File: config.mk
export PLATFORM = sky130hd
export DESIGN_NAME = dflow_replay_engine
export DESIGN_NICKNAME = d
export VERILOG_FILES = /design/src/rtl/dflow_replay_engine.sv
export SDC_FILE = /design/constraint.sdc
export NUM_CORES = 2
export LEC_CHECK = 0
export ABC_CLOCK_PERIOD_IN_PS = 25000
export BUFFER_PORTS_ARGS = -buffer_cell sky130_fd_sc_hd__buf_2
export CAP_MARGIN = 10
export CORE_MARGIN = 10
export CORE_UTILIZATION = 55
export DETAILED_ROUTE_END_ITERATION = 10
export PLACE_DENSITY_LB_ADDON = 0.12
export SLEW_MARGIN = 25
export SYNTH_ARGS = -nofsm -noshare
export SYNTH_HDL_FRONTEND = slang
export SYNTH_SLANG_ARGS = --single-unit
File: constraint.sdc
create_clock -name qdr_clk -period 25 [get_ports qdr_clk]
set_input_delay 5 -clock qdr_clk [delete_from_list [all_inputs] [get_ports qdr_clk]]
set_output_delay 5 -clock qdr_clk [all_outputs]
set_load 0.01 [all_outputs]
File: src/rtl/dflow_replay_engine.sv
// dflow_replay_engine: stores dflow tuples into a QDR address window
// and replays them with loop count, gap and credit-based output buffering.
module dflow_replay_engine #(
  parameter int TUPLE_WIDTH    = 120,
  parameter int QDR_DATA_WIDTH = 144,
  parameter int QDR_ADDR_WIDTH = 19,
  parameter int OUT_FIFO_DEPTH = 16
) (
  input  logic                      qdr_clk,
  input  logic                      resetn,
  input  logic                      sw_rst,
  input  logic                      start_store,
  input  logic                      start_replay,
  input  logic                      stop,
  input  logic [15:0]               loop_count,
  input  logic [15:0]               gap_cycles,
  input  logic [QDR_ADDR_WIDTH-1:0] mem_addr_low,
  input  logic [QDR_ADDR_WIDTH-1:0] mem_addr_high,
  input  logic                      init_calib_complete,
  output logic                      user_app_wr_cmd,
  output logic [QDR_ADDR_WIDTH-1:0] user_app_wr_addr,
  output logic [QDR_DATA_WIDTH-1:0] user_app_wr_data,
  output logic                      user_app_rd_cmd,
  output logic [QDR_ADDR_WIDTH-1:0] user_app_rd_addr,
  input  logic                      user_app_rd_valid,
  input  logic [QDR_DATA_WIDTH-1:0] user_app_rd_data,
  input  logic [TUPLE_WIDTH-1:0]    tuple_in_data,
  input  logic                      tuple_in_vld,
  output logic                      tuple_in_ready,
  output logic [TUPLE_WIDTH-1:0]    tuple_out_data,
  output logic                      tuple_out_vld,
  input  logic                      tuple_out_ready,
  output logic                      busy,
  output logic [QDR_ADDR_WIDTH:0]   stored_count,
  output logic [15:0]               loops_done,
  output logic                      overflow
);

  localparam int AW = QDR_ADDR_WIDTH;
  localparam int DW = QDR_DATA_WIDTH;
  localparam int TW = TUPLE_WIDTH;
  localparam int FW = $clog2(OUT_FIFO_DEPTH);
  localparam int CW = FW + 1;
  localparam logic [CW-1:0] FULL_CREDITS = CW'(OUT_FIFO_DEPTH);

  typedef enum logic [1:0] {
    IDLE,
    STORE,
    REPLAY,
    DRAIN
  } state_t;

  state_t          state_q, state_d;
  logic            start_store_q, start_replay_q;
  logic [AW-1:0]   wr_ptr_q, wr_ptr_d;
  logic [AW:0]     stored_count_q, stored_count_d;
  logic            wr_cmd_q, wr_cmd_d;
  logic [AW-1:0]   wr_addr_q, wr_addr_d;
  logic [DW-1:0]   wr_data_q, wr_data_d;
  logic [AW-1:0]   rd_ptr_q, rd_ptr_d;
  logic            rd_cmd_q, rd_cmd_d;
  logic [AW-1:0]   rd_addr_q, rd_addr_d;
  logic [15:0]     loops_done_q, loops_done_d;
  logic [15:0]     gap_q, gap_d;
  logic [CW-1:0]   credits_q, credits_d;
  logic            rd_armed_q, rd_armed_d;
  logic            overflow_q, overflow_d;
  logic [FW:0]     fifo_wp_q, fifo_wp_d;
  logic [FW:0]     fifo_rp_q, fifo_rp_d;
  logic [TW-1:0]   fifo_mem [OUT_FIFO_DEPTH];

  logic            store_rise, replay_rise;
  logic            accept, issue, wrap;
  logic            fifo_empty, fifo_full;
  logic            push, push_ok, pop;
  logic [AW-1:0]   last_addr;
  logic [15:0]     loops_inc;

  // Handshake and condition decode shared by the FSM and datapath
  always_comb begin
    store_rise  = start_store & ~start_store_q;
    replay_rise = start_replay & ~start_replay_q;
    fifo_empty  = (fifo_wp_q == fifo_rp_q);
    fifo_full   = (fifo_wp_q[FW] != fifo_rp_q[FW]) &&
                  (fifo_wp_q[FW-1:0] == fifo_rp_q[FW-1:0]);
    pop         = ~fifo_empty & tuple_out_ready;
    push        = user_app_rd_valid & rd_armed_q;
    push_ok     = push & ~fifo_full;
    accept      = (state_q == STORE) & tuple_in_vld;
    issue       = (state_q == REPLAY) & (credits_q != '0) &
                  (gap_q == '0) & ~stop;
    last_addr   = mem_addr_low + stored_count_q[AW-1:0] - AW'(1);
    wrap        = (rd_ptr_q == last_addr);
    loops_inc   = loops_done_q + 16'd1;
  end

  // Next-state, pointer, credit and command computation
  always_comb begin
    state_d        = state_q;
    wr_ptr_d       = wr_ptr_q;
    stored_count_d = stored_count_q;
    wr_cmd_d       = 1'b0;
    wr_addr_d      = wr_addr_q;
    wr_data_d      = wr_data_q;
    rd_ptr_d       = rd_ptr_q;
    rd_cmd_d       = 1'b0;
    rd_addr_d      = rd_addr_q;
    loops_done_d   = loops_done_q;
    gap_d          = (gap_q == '0) ? gap_q : gap_q - 16'd1;
    credits_d      = credits_q + CW'(pop) - CW'(issue);
    rd_armed_d     = rd_armed_q | issue;
    overflow_d     = overflow_q | (push & fifo_full);
    fifo_wp_d      = fifo_wp_q + (FW+1)'(push_ok);
    fifo_rp_d      = fifo_rp_q + (FW+1)'(pop);

    unique case (state_q)
      IDLE: begin
        if (store_rise) begin
          if (init_calib_complete &&
              mem_addr_high >= mem_addr_low) begin
            state_d        = STORE;
            wr_ptr_d       = mem_addr_low;
            stored_count_d = '0;
          end
        end else if (replay_rise && init_calib_complete &&
                     stored_count_q != '0) begin
          state_d      = REPLAY;
          rd_ptr_d     = mem_addr_low;
          loops_done_d = '0;
          credits_d    = FULL_CREDITS;
          gap_d        = '0;
        end
      end
      STORE: begin
        if (accept) begin
          wr_cmd_d       = 1'b1;
          wr_addr_d      = wr_ptr_q;
          wr_data_d      = DW'(tuple_in_data);
          wr_ptr_d       = wr_ptr_q + AW'(1);
          stored_count_d = stored_count_q + (AW+1)'(1);
        end
        if (!start_store ||
            (accept && wr_ptr_q == mem_addr_high)) begin
          state_d = IDLE;
        end
      end
      REPLAY: begin
        if (issue) begin
          rd_cmd_d  = 1'b1;
          rd_addr_d = rd_ptr_q;
          gap_d     = gap_cycles;
          if (wrap) begin
            rd_ptr_d     = mem_addr_low;
            loops_done_d = loops_inc;
            if (loop_count != '0 && loops_inc == loop_count) begin
              state_d = DRAIN;
            end
          end else begin
            rd_ptr_d = rd_ptr_q + AW'(1);
          end
        end
        if (stop) begin
          state_d = DRAIN;
        end
      end
      DRAIN: begin
        // full credits means nothing in flight and the FIFO is empty
        if (credits_q == FULL_CREDITS) begin
          state_d = IDLE;
        end
      end
      default: state_d = IDLE;
    endcase
  end

  // State and datapath registers; resetn and sw_rst act identically
  always_ff @(posedge qdr_clk) begin
    if (!resetn || sw_rst) begin
      state_q        <= IDLE;
      start_store_q  <= 1'b0;
      start_replay_q <= 1'b0;
      wr_ptr_q       <= '0;
      stored_count_q <= '0;
      wr_cmd_q       <= 1'b0;
      wr_addr_q      <= '0;
      wr_data_q      <= '0;
      rd_ptr_q       <= '0;
      rd_cmd_q       <= 1'b0;
      rd_addr_q      <= '0;
      loops_done_q   <= '0;
      gap_q          <= '0;
      credits_q      <= FULL_CREDITS;
      rd_armed_q     <= 1'b0;
      overflow_q     <= 1'b0;
      fifo_wp_q      <= '0;
      fifo_rp_q      <= '0;
    end else begin
      state_q        <= state_d;
      start_store_q  <= start_store;
      start_replay_q <= start_replay;
      wr_ptr_q       <= wr_ptr_d;
      stored_count_q <= stored_count_d;
      wr_cmd_q       <= wr_cmd_d;
      wr_addr_q      <= wr_addr_d;
      wr_data_q      <= wr_data_d;
      rd_ptr_q       <= rd_ptr_d;
      rd_cmd_q       <= rd_cmd_d;
      rd_addr_q      <= rd_addr_d;
      loops_done_q   <= loops_done_d;
      gap_q          <= gap_d;
      credits_q      <= credits_d;
      rd_armed_q     <= rd_armed_d;
      overflow_q     <= overflow_d;
      fifo_wp_q      <= fifo_wp_d;
      fifo_rp_q      <= fifo_rp_d;
    end
  end

  // Output FIFO storage; validity is tracked by the pointers alone
  always_ff @(posedge qdr_clk) begin
    if (push_ok) begin
      fifo_mem[fifo_wp_q[FW-1:0]] <= user_app_rd_data[TW-1:0];
    end
  end

  if (DW > TW) begin : g_rd_hi
    logic unused_rd_hi;
    assign unused_rd_hi = ^user_app_rd_data[DW-1:TW];
  end

  assign user_app_wr_cmd  = wr_cmd_q;
  assign user_app_wr_addr = wr_addr_q;
  assign user_app_wr_data = wr_data_q;
  assign user_app_rd_cmd  = rd_cmd_q;
  assign user_app_rd_addr = rd_addr_q;
  assign tuple_in_ready   = (state_q == STORE);
  assign tuple_out_vld    = ~fifo_empty;
  assign tuple_out_data   = fifo_empty ? '0 :
                            fifo_mem[fifo_rp_q[FW-1:0]];
  assign busy             = (state_q != IDLE);
  assign stored_count     = stored_count_q;
  assign loops_done       = loops_done_q;
  assign overflow         = overflow_q;

endmodule

==> impl_metrics.json <==
{
  "grt_pass1_wl_um": 325000,
  "pwr-share-clk": 0.423,
  "crit_type": "reg2out",
  "htreeDepth": 4,
  "synthDistinctLibCells": 72,
  "start_kind": "flip-flop",
  "cts_num_sinks": 2191,
  "slew_headroom": 0.258,
  "pwr-share-comb": 0.033,
  "worstPathRequired_ps": 20000,
  "drt_iter0_drc": 4904,
  "synthMostInstantiatedCell": "edfxtp_1",
  "timing.final.crit_period_ps": 10670,
  "grt_pass1_vias": 46968,
  "p_sw_mw": 1.53,
  "syn-instance-count": 4696,
  "insertion_delay_ps": 850,
  "die_x_um": 418,
  "post_cts_buffers": 0,
  "timing.final.crit_share": 0.427,
  "swShare": 0.208,
  "port-buffer-count": 639,
  "drv_slew": 0,
  "start_util": 0.555,
  "synth_area_leaders": "edfxtp_1 (66%), mux4_2 (16%), dfxtp_1 (6.2%)",
  "clockRootBuffer": "clkbuf_16",
  "holdWs_ps": 449,
  "min_from": "user_app_rd_addr[15]",
  "leakagePower_nw": 32.0,
  "die_area_um2": 175000,
  "numCtsBuffers": 218,
  "fin_util": 0.634,
  "grt_usage": 0.253,
  "areaGrowthSynthToFinish_pct": 14.3,
  "wire_per_inst_um": 29.4,
  "synth.avg_cell_area_um2": 18.5,
  "setup_violations": 0,
  "cp-end-kind": "output port",
  "yosysTopAreaCell": "edfxtp_1",
  "cts_max_path_buffers": 3,
  "ys_top_cells_by_count": "edfxtp_1 (1920), mux4_2 (600), nand2_1 (417), dfxtp_1 (271)",
  "regToRegEndpoint": "fifo_mem[7][69]",
  "grt_start_max_net_pins": 151,
  "synth_compound_gate_area_share": 0.0304,
  "ys_seq_area_frac": 0.725,
  "synth_warnings": 0,
  "num_io_pins": 688,
  "crit_end": "tuple_out_data[84]",
  "overflow": 0,
  "status": "finished clean",
  "vdd_drop_max_uv": 73.7,
  "synth-edff-count": 1920,
  "globalplace.congestion": 0.961,
  "yosys.area_share.simple": 0.0497,
  "synthXorXnorAreaFrac": 0.0108,
  "ctsHoldBuffers": 0,
  "synth_top_family_by_area": "multiplexers",
  "power_density_nw_per_um2": 73.8,
  "drive_above_1_share": 0.299,
  "hold_depth": 2,
  "worstMarginPinSlew_ps": 1110,
  "fp.dieH_um": 418,
  "synth_seq_cells": 2191,
  "hpwl_um": 127000,
  "tns_ps": 0,
  "final_nets": 5776,
  "clkTransAtPathRegs_ps": 60,
  "p_int_mw": 5.81,
  "p_seq_frac": 0.544,
  "critPathLaunch": "fifo_rp_q[1]",
  "antenna_left": 0,
  "cts-resized-gates": 0,
  "min_path_type": "reg2reg",
  "routed_wl_um": 224000,
  "drtPass1Iterations": 5,
  "cts_tree": "done",
  "synth_top_area_frac": 0.662,
  "cap_violations": 0,
  "yosys.area_share.adder": 0.0107,
  "grt_setup_unrepaired": "no",
  "ys.flop_type": "edfxtp_1",
  "placementRows": 145,
  "vias_per_cell": 6.14,
  "vias": 46696,
  "core_area_um2": 157000,
  "antenna_found_initial": 70,
  "r2r_slack_ps": 19590,
  "r2r-start": "fifo_rp_q[0]",
  "hold_viol": 0,
  "drc": 0,
  "async_flop_share": 0,
  "path_max_fanout": 66,
  "total_power_mw": 7.34,
  "arrival_ps": 5670,
  "muxShareOfSynthArea": 0.156,
  "max_clock_freq_ghz": 0.0937,
  "syn-cell-area_um2": 87000,
  "worstRegToRegCells": 9,
  "skew_ps": 48.9
}
==> worst min-delay path by stage <==
| stage | slack [ps] | to |
|---|---|---|
| 3_5_place_dp | 440 | user_app_rd_addr[2] |
| 5_1_grt | 460 | user_app_wr_data[60] |
| 3_3_place_gp | 440 | user_app_rd_addr[14] |
| 2_1_floorplan | 460 | rd_armed_q |
| 4_1_cts | 450 | user_app_rd_addr[15] |
| 6_report | 450 | user_app_rd_addr[15] |
==> power by group through the flow <==
| stage | clock network, mW | logic [mW] | registers [mW] |
|---|---|---|---|
| final | 3.10 | 0.245 | 3.99 |
| after global routing | 3.31 | 0.273 | 3.99 |
| after CTS | 3.16 | 0.245 | 3.99 |
| after detailed placement | 0 | 0.244 | 4.07 |
| after global placement | 0 | 0.238 | 4.07 |
| after floorplan | 0 | 0.143 | 4.07 |
==> registers in the layout, indices dropped and copies added, names as in the netlist <==
register / count
user_app_rd_addr: 19
fifo_wp_q: 5
user_app_wr_addr: 19
credits_q: 5
user_app_wr_data: 120
fifo_rp_q: 5
user_app_rd_cmd: 1
wr_ptr_q: 19
rd_ptr_q: 19
user_app_wr_cmd: 1
start_replay_q: 1
rd_armed_q: 1
overflow: 1
loops_done: 16
start_store_q: 1
gap_q: 16
state_q: 2
fifo_mem: 1920
stored_count: 20
==> worst max-delay path, cell delays in order (launching register included) <==
cell     delay [ps]
dfxtp_4         820
buf_4           800
buf_4           910
buf_4           860
mux4_2          440
mux4_2          470
nor2b_1         200
buf_2           210
==> cells by family after synthesis <==
family | after synthesis
compound gates | 442
other cells | 1
buf+inv | 388
mux | 603
xor+xnor | 106
fa+ha+maj | 73
flops | 2191
simple gates | 892
==> cell usage in the layout (no fill, tap or decap), types with 64 or more instances in the layout <==
master | Yosys | layout
edfxtp_1 | 1920 | 1920
buf_2 | 4 | 639
mux4_2 | 600 | 600
nand2_1 | 417 | 416
dfxtp_1 | 271 | 267
a21oi_1 | 224 | 224
clkbuf_16 | 0 | 219
nor2b_1 | 131 | 128
inv_1 | 95 | 95
xnor2_1 | 80 | 80
nor2_1 | 87 | 75
ha_1 | 71 | 71
nand3_1 | 64 | 64
==> metal layers <==
metal  up-vias  GRT usage  routed length, um
li1      20089          -                  -
met1     24451      0.329              86700
met5         -          0                267
met4        38     0.0887               7950
met3       391     0.0457              14600
met2      1727      0.433             114000
==> final cells by class <==
class | instances | area [um2]
Clock inverter | 122 | 1080
Timing Repair Buffer | 713 | 3960
Clock buffer | 275 | 5710
Inverter | 95 | 357
Fill cell | 11000 | 57300
Multi-Input combinational cell | 2140 | 22600
Sequential cell | 2191 | 63100
Antenna cell | 16 | 40.0
Tap cell | 2058 | 2570
==> per-stage QoR <==
step,area [um2],setup WS [ps],std cells
after floorplan,87100,10620,4719
after global placement,92500,14670,7193
after detailed placement,92500,14690,7195
after CTS,99300,13810,7592
after global routing,99400,13830,7602
final,99500,14330,7610
No activity file was read; power rests on OpenSTA's default activity.
